--- config.mk ---
export PLATFORM = sky130hd
export DESIGN_NAME = reaction_ctrl
export DESIGN_NICKNAME = d
export VERILOG_FILES = /design/src/rtl/react_pkg.sv /design/src/rtl/reaction_ctrl_bcd2_counter.sv /design/src/rtl/reaction_ctrl.sv
export SDC_FILE = /design/constraint.sdc
export NUM_CORES = 1
export LEC_CHECK = 0
export CAP_MARGIN = 30
export CORE_UTILIZATION = 45
export CTS_CLUSTER_DIAMETER = 60
export DETAILED_ROUTE_END_ITERATION = 10
export GPL_TIMING_DRIVEN = 0
export PLACE_DENSITY = 0.67
export SYNTH_ARGS = -nofsm -noshare
export SYNTH_HDL_FRONTEND = slang
export SYNTH_SLANG_ARGS = --single-unit
export TNS_END_PERCENT = 50
--- constraint.sdc ---
create_clock -name Clock -period 2.1 [get_ports Clock]
set_input_delay 0.21 -clock Clock [delete_from_list [all_inputs] [get_ports Clock]]
set_output_delay 0.21 -clock Clock [all_outputs]
set_load 0.005 [all_outputs]
--- src/rtl/react_pkg.sv ---
// react_pkg: shared state encoding, BCD limits and LFSR tap mask for reaction_ctrl.
package react_pkg;
    typedef enum logic [2:0] {IDLE, ARMED, TIMING, DONE, FAULT} state_e;
    localparam logic [3:0] BCD_MAX   = 4'd9;
    localparam logic [7:0] BEST_INIT = 8'h99;
    // x^8+x^6+x^5+x^4+1 -> feedback from bits 7,5,4,3
    localparam logic [7:0] LFSR_TAPS = 8'hB8;
endpackage

--- src/rtl/reaction_ctrl_bcd2_counter.sv ---
// bcd2_counter: two-digit BCD counter with synchronous clear, saturating at 99.
module bcd2_counter import react_pkg::*; (
    input  logic       clk_i,
    input  logic       rst_ni,
    input  logic       clr_i,
    input  logic       en_i,
    output logic [3:0] tens_o,
    output logic [3:0] units_o,
    output logic       max_o
);
    logic [3:0] tens_q, units_q;
    assign max_o   = (tens_q == BCD_MAX) && (units_q == BCD_MAX);
    assign tens_o  = tens_q;
    assign units_o = units_q;
    always_ff @(posedge clk_i or negedge rst_ni) begin
        if (!rst_ni) begin
            tens_q  <= '0;
            units_q <= '0;
        end else if (clr_i) begin
            tens_q  <= '0;
            units_q <= '0;
        end else if (en_i && !max_o) begin
            units_q <= (units_q == BCD_MAX) ? 4'd0 : units_q + 4'd1;
            tens_q  <= (units_q == BCD_MAX) ? tens_q + 4'd1 : tens_q;
        end
    end
endmodule

--- src/rtl/reaction_ctrl.sv ---
// reaction_ctrl: reaction-time game controller (random delay, LED, BCD score).
// Define REACT_BEST_EN to keep a best-score register; otherwise Best reads 99.
module reaction_ctrl import react_pkg::*; #(
    parameter int unsigned MIN_DELAY = 100,
    parameter int unsigned RAND_BITS = 8,
    parameter logic [7:0]  LFSR_SEED = 8'hA5
) (
    input  logic       Clock,
    input  logic       Resetn,
    input  logic       Start,
    input  logic       Pushn,
    input  logic       Tick,
    output logic       LEDn,
    output logic [3:0] Score1,
    output logic [3:0] Score0,
    output logic [3:0] Best1,
    output logic [3:0] Best0,
    output logic       FalseStart,
    output logic       Busy
);
    state_e     state_q, state_d;
    logic [7:0] lfsr_q;
    logic [9:0] delay_q, delay_d;
    logic       s1_q, s2_q, s3_q, press;
    logic       led_n_q, busy_q, fs_q;
    logic       sc_clr, sc_en, sc_max;

    assign press      = s3_q & ~s2_q;
    assign LEDn       = led_n_q;
    assign Busy       = busy_q;
    assign FalseStart = fs_q;

    bcd2_counter u_score (
        .clk_i  (Clock),
        .rst_ni (Resetn),
        .clr_i  (sc_clr),
        .en_i   (sc_en),
        .tens_o (Score1),
        .units_o(Score0),
        .max_o  (sc_max)
    );

    always_ff @(posedge Clock or negedge Resetn) begin
        if (!Resetn) begin
            state_q <= IDLE;
            lfsr_q  <= LFSR_SEED;
            delay_q <= '0;
            s1_q    <= 1'b1;
            s2_q    <= 1'b1;
            s3_q    <= 1'b1;
            led_n_q <= 1'b1;
            busy_q  <= 1'b0;
            fs_q    <= 1'b0;
        end else begin
            state_q <= state_d;
            lfsr_q  <= {lfsr_q[6:0], ^(lfsr_q & LFSR_TAPS)};
            delay_q <= delay_d;
            s1_q    <= Pushn;
            s2_q    <= s1_q;
            s3_q    <= s2_q;
            led_n_q <= state_d != TIMING;
            busy_q  <= (state_d == ARMED) || (state_d == TIMING);
            fs_q    <= state_d == FAULT;
        end
    end

    // A press always takes priority over a simultaneous expiry or Tick
    always_comb begin
        state_d = state_q;
        delay_d = delay_q;
        sc_clr  = 1'b0;
        sc_en   = 1'b0;
        case (state_q)
            ARMED: begin
                if (press) state_d = FAULT;
                else if (Tick) begin
                    delay_d = delay_q - 10'd1;
                    if (delay_q == 10'd1) state_d = TIMING;
                end
            end
            TIMING: begin
                if (press) state_d = DONE;
                else if (Tick) begin
                    state_d = sc_max ? DONE : TIMING;
                    sc_en   = !sc_max;
                end
            end
            default: begin
                if (Start) begin
                    state_d = ARMED;
                    delay_d = 10'(MIN_DELAY) + 10'(lfsr_q[RAND_BITS-1:0]);
                    sc_clr  = 1'b1;
                end
            end
        endcase
    end

`ifdef REACT_BEST_EN
    logic [7:0] best_q;
    always_ff @(posedge Clock or negedge Resetn) begin
        if (!Resetn) best_q <= BEST_INIT;
        else if (state_q == TIMING && state_d == DONE && {Score1, Score0} < best_q)
            best_q <= {Score1, Score0};
    end
    assign {Best1, Best0} = best_q;
`else
    assign Best1 = BCD_MAX;
    assign Best0 = BCD_MAX;
`endif
endmodule

Yosys cells after proc, flatten, opt, wreduce, memory -nomap -nowiden
Cells that the tools add are included.
{"block": "op_classes", "mux": 23, "eq_ne": 11, "reduce_logical": 11, "n_addsub": 4, "bitwise": 3}
{"operator": "$mux 10", "count": 3}
{"operator": "$mux 4", "count": 6}
{"operator": "$pmux 10 s2", "count": 1}
{"operator": "$mux 3", "count": 6}
{"operator": "$eq 10x1->1 const B", "count": 1}
{"operator": "$sub 10x1->10 const B", "count": 1}
{"operator": "$add 7x8->9 const A", "count": 1}
{"operator": "$add 4x1->4 const B", "count": 2}
{"operator": "$eq 4x4->1 const B", "count": 2}
{"operator": "$reduce_xor 8->1", "count": 1}
{"operator": "$eq 3x1->1 const B", "count": 2}
{"operator": "$eq 3x2->1 const B", "count": 2}
{"operator": "$mux 1", "count": 6}
{"operator": "$pmux 3 s2", "count": 1}
{"operator": "$reduce_bool 2->1", "count": 3}
{"operator": "$ne 2x2->1 const B", "count": 2}
{"operator": "$reduce_and 4->1", "count": 1}
{"operator": "$eq 3x3->1 const B", "count": 1}
{"operator": "$ne 3x2->1 const B", "count": 1}
{"operator": "$logic_and 1x1->1", "count": 2}
{"operator": "$not 1->1", "count": 2}
{"operator": "$reduce_and 2->1", "count": 1}
{"operator": "$reduce_or 2->1", "count": 1}
{"operator": "$and 1x1->1", "count": 1}
{"operator": "2 further kinds", "count": 2}
{"block": "totals", "out_inout_bits": 19, "register_bits": 35, "input_bits": 5, "wordCells": 63}

Depth between registers and ports, before layout
Gate-level depths: netlist of run 1.
{"block": "logic_depth", "ltp_word": 9, "depth_mapped": 7, "mapped_depth_nobuf": 7}

Hierarchy
From an unflattened synthesis of run 1, not the netlist that was laid out.
{"block": "unflattened", "cells_unflattened": 204, "hier_area_um2": 1946.9}
{"module": "reaction_ctrl", "area_per_inst_um2": 1433.9, "n_inst": 1, "seq_area_each_um2": 685.7, "cells_each": 150}
{"module": "bcd2_counter", "area_per_inst_um2": 513.0, "n_inst": 1, "seq_area_each_um2": 200.2, "cells_each": 54}

Worst setup path after synthesis of run 1
Ideal clock, no wire load.
{"block": "synth_timing", "kind": "register to register", "startpoint": "reg u_score.tens_q[0] (netlist: u_score.tens_o[0])", "endpoint": "reg u_score.units_q[1] (netlist: u_score.units_o[1])", "stages_incl_launch_ff": 7, "setup_time_ns": 0.073, "t_arrival_ns": 1.769, "path_slack_ns": 0.258, "n_path_buf": 0, "required_time_ns": 2.027, "period_less_slack_ns": 1.842, "path_cell_list": "dfrtp_1 > ha_1 > and3b_1 > a2111oi_4 > nand2_2 > a211o_1 > a21oi_2"}
{"block": "synth_via", "elab_chain_len": 8}
{"item": "start: declaration", "line_no": "reaction_ctrl_bcd2_counter.sv:11", "text": "logic [3:0] tens_q, units_q;"}
{"item": "start signal: assignment", "line_no": "reaction_ctrl_bcd2_counter.sv:24", "text": "tens_q <= (units_q == BCD_MAX) ? tens_q + 4'd1 : tens_q;"}
{"item": "$eq 4x4->1 (*)", "line_no": "reaction_ctrl_bcd2_counter.sv:12", "text": "assign max_o = (tens_q == BCD_MAX) && (units_q == BCD_MAX);"}
{"item": "$logic_and 1x1->1 (*)", "line_no": "reaction_ctrl_bcd2_counter.sv:12"}
{"item": "$logic_not 1->1 (*)", "line_no": "reaction_ctrl_bcd2_counter.sv:22, reaction_ctrl.sv:85"}
{"item": "$mux 1", "line_no": "reaction_ctrl.sv:83", "text": "else if (Tick) begin"}
{"item": "$mux 1", "line_no": "reaction_ctrl.sv:82", "text": "if (press) state_d = DONE;"}
{"item": "$mux 1", "line_no": "reaction_ctrl.sv:73", "text": "case (state_q)"}
{"item": "$logic_and 1x1->1 (*)", "line_no": "reaction_ctrl_bcd2_counter.sv:22", "text": "end else if (en_i && !max_o) begin"}
{"item": "$reduce_bool 2->1 (no line) (*)"}
{"item": "end signal: assignment", "line_no": "reaction_ctrl_bcd2_counter.sv:23", "text": "units_q <= (units_q == BCD_MAX) ? 4'd0 : units_q + 4'd1;"}
{"item": "end: declaration", "line_no": "reaction_ctrl_bcd2_counter.sv:11"}
Every way passes the cells marked *; elsewhere a longest branch is shown, timed or not.
A chain may end at the register's enable or synchronous reset.

Worst setup path after layout of run 1
Ends and elaborated chain as after synthesis.

==> results of run 1 <==
-- per-layer routing --
layer,share of wire,track usage,up-vias
met3,0.045,0.0462,4
met4,0.019,0.0798,0
met2,0.42,0.263,32
met1,0.51,0.259,661
met5,0,0,-
li1,-,-,724
-- sequential cells by signal, summed over array words and instances, names as in the netlist --
signal	flops
Busy	1
FalseStart	1
LEDn	1
delay_q	10
lfsr_q	8
s1_q	1
s2_q	1
s3_q	1
state_q	3
u_score.tens_o	4
u_score.units_o	4
-- report_power, final --
part | internal, W | leakage, nW | switching, W | total, W
sequential | 0.000813 | 0.430 | 0.000126 | 0.000939
combinational | 0.000407 | 0.518 | 0.000494 | 0.000901
clock | 0.000231 | 0.0402 | 0.000259 | 0.000489
total | 0.00145 | 0.988 | 0.000878 | 0.00233
-- cell families (layout without fill, tap and decap cells) --
family          after synthesis  in the layout  share of synthesized area
mux                           4              4                     0.0216
flops                        35             35                      0.464
compound gates               50             50                      0.188
buf+inv                      26             48                     0.0728
xor+xnor                      8              8                     0.0367
simple gates                 64             64                      0.173
fa+ha+maj                     6              6                     0.0393
other cells                   2              8                    0.00394
-- final cells by class --
type	instances	area, sq um
clock inverters	3	20.0
fillers	379	1800
well taps	50	62.6
clock buffers	5	68.8
multi-input cells	140	917
repair buffers	14	135
inverters	11	41.3
flip-flops and latches	35	886
plain buffers	15	98.8
-- worst max path at each step --
stage                           start                 end  slack [ps]  depth (start not counted)
finish              u_score.tens_o[0]  u_score.units_o[1]         210                          6
global route        u_score.tens_o[0]  u_score.units_o[3]          30                          6
CTS                        delay_q[3]                Busy          40                          5
detailed placement         delay_q[3]                Busy          60                          5
global placement               Resetn           lfsr_q[4]          30                          1
floorplan           u_score.tens_o[0]  u_score.units_o[1]         260                          6
-- cells in the mapped netlist, drive strengths merged, types with 5 or more instances --
library cell | count | share of area
nand3 | 10 | 0.026
buf | 10 | 0.041
nor2 | 10 | 0.020
dfstp | 8 | 0.11
dfrtp | 27 | 0.35
a21oi | 13 | 0.036
clkbuf | 5 | 0.0098
inv | 11 | 0.022
nor3 | 5 | 0.013
ha | 6 | 0.039
o21ai | 14 | 0.037
nand2 | 21 | 0.043
-- worst reg2reg max path, cell delays in order (launching register included) --
cell	delay, ps
dfrtp_1	440
ha_1	210
and3b_1	220
a2111oi_4	390
nand2_2	150
a211o_1	300
a21oi_2	130
-- metrics by stage --
step	util	instances
floorplan	-	201
detailed placement	0.528	265
global route	0.553	273
CTS	0.550	273
global placement	0.530	265
finish	0.553	273
-- placed cells by master (no fill, tap or decap), types with 3 or more instances in the layout --
master,count
buf_4,9
a21oi_1,12
ha_1,6
nand2_1,20
conb_1,8
o21ai_0,13
nand2b_1,4
nor3_1,5
inv_1,11
nor2_1,10
xnor2_1,4
a22o_1,3
mux2i_1,3
dfrtp_1,27
clkbuf_8,5
nand3_1,10
xor2_1,4
clkdlybuf4s50_1,13
dfstp_2,8
clkbuf_1,4
==> run metrics, run 1 <==
status complete, but fails checks; failing checks negative hold slack; RSZ-0062 raised after global routing false; max incr delay on CP 440 ps; setup slack after layout 211 ps; Initial Utilization 0.474; number of H-tree levels 2; Area Overhead vs Synth 16.9%; area of the core 4030 sq um; fin area 2230 sq um; fin crit share 0.900; Clock Latency Late Sink 290 ps; Finish-stage setup viols 0; Post-DRT Antenna Nets 0; Die Ht 67.1 um; Post-Synthesis Cells 195; register-to-register setup slack 210 ps; number of synthesized flops with an enable pin 0; warning count from the yosys run 0; worst slack, placed 63.0 ps; Synth Cell Area 1910 sq um; Longest Clk Path Bufs 2; DP Area 2130 sq um; CTS clk-pin slew, worst paths 80 ps; WL/cell 12.5 um; count of pins over their slew limit 0; ys flop type dfrtp_1; Resize count post-CTS 0; RePlAce Congestion 0.831; CP max-delay cell dfrtp_1; Yosys reg bits 35; post-layout min period 1890 ps; vias in the first global route 1315; Post-CTS Setup Inserts 0; clock skew 10.6 ps; first-pass GRT wire length 6.05 mm; Overall Power 0.00233 W; worst slew pin tran 769 ps; diode count 0; # IOs 24; gr ovfl total 0; Post-route DRC 0; die width 67.1 um; die area 4500 sq um; Seq/Total Area, Yosys 0.464; pin count of the biggest net entering global routing 36; CP arrival 2120 ps; Max-cap violations 0; Rows 23; port bufs 14; nets@finish 233; R2R depth 6; Crit Path Category reg2reg; TritonCTS buffer count 5; Avg Cell Area, Syn 9.79 sq um; slew margin rel. 0.487; Pwr Density 1040 nW/um^2; Vias per Instance 5.21; Critical R2R Capture u_score.units_o[1]; CTS Hold Bufs 0; GRT Total Usage 0.183; unique cell type count in the Yosys netlist 48; fraction of registers with async set/reset 1.00; WP buf/inv 0; share of post-route cells with drive strength above 1 0.179; DR pass1 iterations 4; Critical Path Sink Type register; initial antenna violation count 0; Max rail drop VDD 628 uV; setup tns final 0 ps; root buf cell clkbuf_8; 1st-iter DRT viols 75; Hold Crit Class in2async; Worst EP required 2330 ps; Max Fclk 0.529 GHz; Largest delay share family, worst path compound AO/OA/AOI/OAI gates; Static Leak 0.988 nW; Post-Route WL 3.42 mm; CTS tree done; Fin Hold WS -17.9 ps; Post-DP HPWL 2.41 mm; Vias 1421; Startpoint Class register; final hold vios 12; clock sink count 35; CP Max Fanout 6; RR Startpoint u_score.tens_o[0]; CP Cell Sequence ha_1, and3b_1, a2111oi_4, nand2_2, a211o_1, a21oi_2
Note: power is estimated with default switching activity, not from simulation.
==> inputs of run 2 (changes only) <==
--- a/config.mk
+++ b/config.mk
@@ -6,11 +6,13 @@
 export NUM_CORES = 1
 export LEC_CHECK = 0
 export CAP_MARGIN = 30
-export CORE_UTILIZATION = 45
+export CELL_PAD_IN_SITES_DETAIL_PLACEMENT = 1
+export CELL_PAD_IN_SITES_GLOBAL_PLACEMENT = 1
+export CORE_UTILIZATION = 42
 export CTS_CLUSTER_DIAMETER = 60
 export DETAILED_ROUTE_END_ITERATION = 10
 export GPL_TIMING_DRIVEN = 0
-export PLACE_DENSITY = 0.67
+export PLACE_DENSITY_LB_ADDON = 0.1
 export SYNTH_ARGS = -nofsm -noshare
 export SYNTH_HDL_FRONTEND = slang
 export SYNTH_SLANG_ARGS = --single-unit
==> run 2 against run 1 <==
The run still ends with negative hold slack left. Global-route usage up 0.77 points. Non-clock buffer count increased by 1. Sequential share of layout area down 1.0 points. Clock-buffer cell count unchanged. Die area is 6.9% higher. Wire length rose by 24%. Clock power increased by 48%. Sequential power is 0.5% higher. Worst setup slack worse by 48 ps. First-iteration DRC count decreased by 67%. Utilization decreased by 2.8 points. Clock skew decreased by 4.7 ps. Critical path type unchanged.
==> run metrics, run 2 (same netlist as run 1, synthesis figures left out) <==
status complete, but fails checks; failing checks negative hold slack; Clock Latency Late Sink 290 ps (about the same); gr ovfl total 0 (unchanged); CP Max Fanout 4 (-2); Max-cap violations 0 (unchanged); commonest non-fill, non-tap cells in the layout 27 x dfrtp_1, 20 x nand2_1, 13 x o21ai_0, 13 x clkdlybuf4s50_1, 12 x a21oi_1; Max Fclk 0.516 GHz (-2.5%); count of pins over their slew limit 0 (unchanged); Rows 24 (+4.3%); Critical Path Sink Type register; pin count of the biggest net entering global routing 36 (unchanged); Static Leak 1.02 nW (+3.0%); Die Ht 69.4 um (+3.4%); # IOs 24 (unchanged); Initial Utilization 0.438 (-0.0354); share of post-route cells with drive strength above 1 0.183 (+0.00366); layout filler cell count 507 (+34%); Crit Path Category reg2reg; Post-Route WL 4.23 mm (+24%); TritonCTS buffer count 5 (unchanged); Vias 1492 (+5.0%); CP arrival 2120 ps (about the same); vias in the first global route 1571 (+19%); die width 69.4 um (+3.4%); RePlAce Congestion 0.745 (-10%); area of the core 4350 sq um (+8.1%); Vias per Instance 5.41 (+3.9%); Fin Hold WS -1.33 ps (+16.5 ps); clock sink count 35 (unchanged); Max rail drop VDD 432 uV (-31%); 1st-iter DRT viols 25 (-67%); Largest register FFs 10 (unchanged); setup slack after layout 162 ps (-48.1 ps); initial antenna violation count 0 (unchanged); CTS tree done; Post-DP HPWL 3.11 mm (+29%); worst slew pin tran 785 ps (+16.3 ps); Biggest register delay_q; nets@finish 234 (+0.43%); GRT Total Usage 0.191 (+0.00773); Longest Clk Path Bufs 2 (unchanged); fin crit share 0.923 (+0.0229); Finish-stage setup viols 0 (unchanged); Hold Crit Class in2async; Startpoint Class register; slew margin rel. 0.477 (-0.0108); Largest regs delay_q x10, lfsr_q x8; Area Overhead vs Synth 19.9%; die area 4820 sq um (+6.9%); DR pass1 iterations 4 (unchanged); root buf cell clkbuf_8; clock skew 5.95 ps (-4.66 ps); Overall Power 0.00261 W (+12%); Post-route DRC 0 (unchanged); RSZ-0062 raised after global routing false; post-layout min period 1940 ps (+48.1 ps); CTS clk-pin slew, worst paths 80 ps (about the same); number of H-tree levels 2 (unchanged); Pwr Density 1140 nW/um^2 (+9.3%); post-layout util 0.525 (-0.0281); diode count 0 (unchanged); first-pass GRT wire length 7.41 mm (+22%); worst slack, placed -56.4 ps (-119 ps); Worst EP required 2280 ps (-50 ps); CTS Hold Bufs 0 (unchanged); Post-DRT Antenna Nets 0 (unchanged); commonest non-fill, non-tap cell in the layout dfrtp_1; R2R depth 7 (+1); final hold vios 1 (-11); port bufs 14 (unchanged); WL/cell 15.3 um (+22%)
[run 2: cell count changes in the layout (fill, tap and decap cells not counted)]
cell,previous run,this run
buf_4,9,10
bufinv_16,0,2
clkinv_2,1,0
clkinvlp_4,2,1
[run 2: metrics by stage]
step,instance area (sq um),std cells,setup TNS (ps)
6_report,2290,276,0
5_1_grt,2290,276,0
4_1_cts,2270,275,0
3_5_place_dp,2130,267,-170
3_3_place_gp,2140,267,0
2_1_floorplan,1930,201,0
[run 2: timing repair]
| action | CTS | global route |
|---|---|---|
| buffers inserted | 0 | 1 |
| hold endpoints to repair | 0 | 0 |
| resized for setup | 1 | 3 |
| endpoints found under the setup margin | 4 | 8 |
| pin swaps | 0 | 1 |
[run 2: path summary, 6_finish.rpt]
path / from / end / slack, ps
hold / removal: Resetn / u_score.units_o[0] / -1
min in group Clock: Pushn / s1_q / 320
hold reg to reg: s1_q / s2_q / 360
setup / recovery: u_score.tens_o[1] / u_score.units_o[3] / 160
max in group asynchronous: Resetn / u_score.units_o[2] / 1600
setup reg to reg: u_score.tens_o[1] / u_score.units_o[3] / 160
[run 2: final cells by class]
| cell class | instances | area, sq um | share of cell area |
|---|---|---|---|
| multi-input cells | 140 | 917 | 0.401 |
| inverters | 11 | 41.3 | 0.0181 |
| clock buffers | 5 | 68.8 | 0.0301 |
| clock inverters | 3 | 67.6 | 0.0295 |
| flip-flops and latches | 35 | 886 | 0.387 |
| repair buffers | 15 | 143 | 0.0624 |
| plain buffers | 15 | 98.8 | 0.0432 |
| well taps | 52 | 65.1 | 0.0284 |
[run 2: layer usage]
| layer | global-route usage | up-vias | share of wire |
|---|---|---|---|
| met5 | 0 | - | 0 |
| met4 | 0.0476 | 0 | 0.0097 |
| li1 | - | 723 | - |
| met3 | 0.0451 | 5 | 0.032 |
| met2 | 0.334 | 23 | 0.50 |
| met1 | 0.237 | 741 | 0.46 |
[run 2: power breakdown]
part | leakage (nW) | internal, W | switching (W)
clock | 0.0644 | 0.000473 | 0.000250
sequential | 0.430 | 0.000813 | 0.000131
combinational | 0.524 | 0.000410 | 0.000535
[run 2: critical path, stage by stage, from the launching register on]
cell	delay, ps
dfrtp_1	410
inv_1	80
ha_1	180
and3b_1	230
a2111oi_4	380
nand2_2	140
mux2i_1	140
nor4_1	270
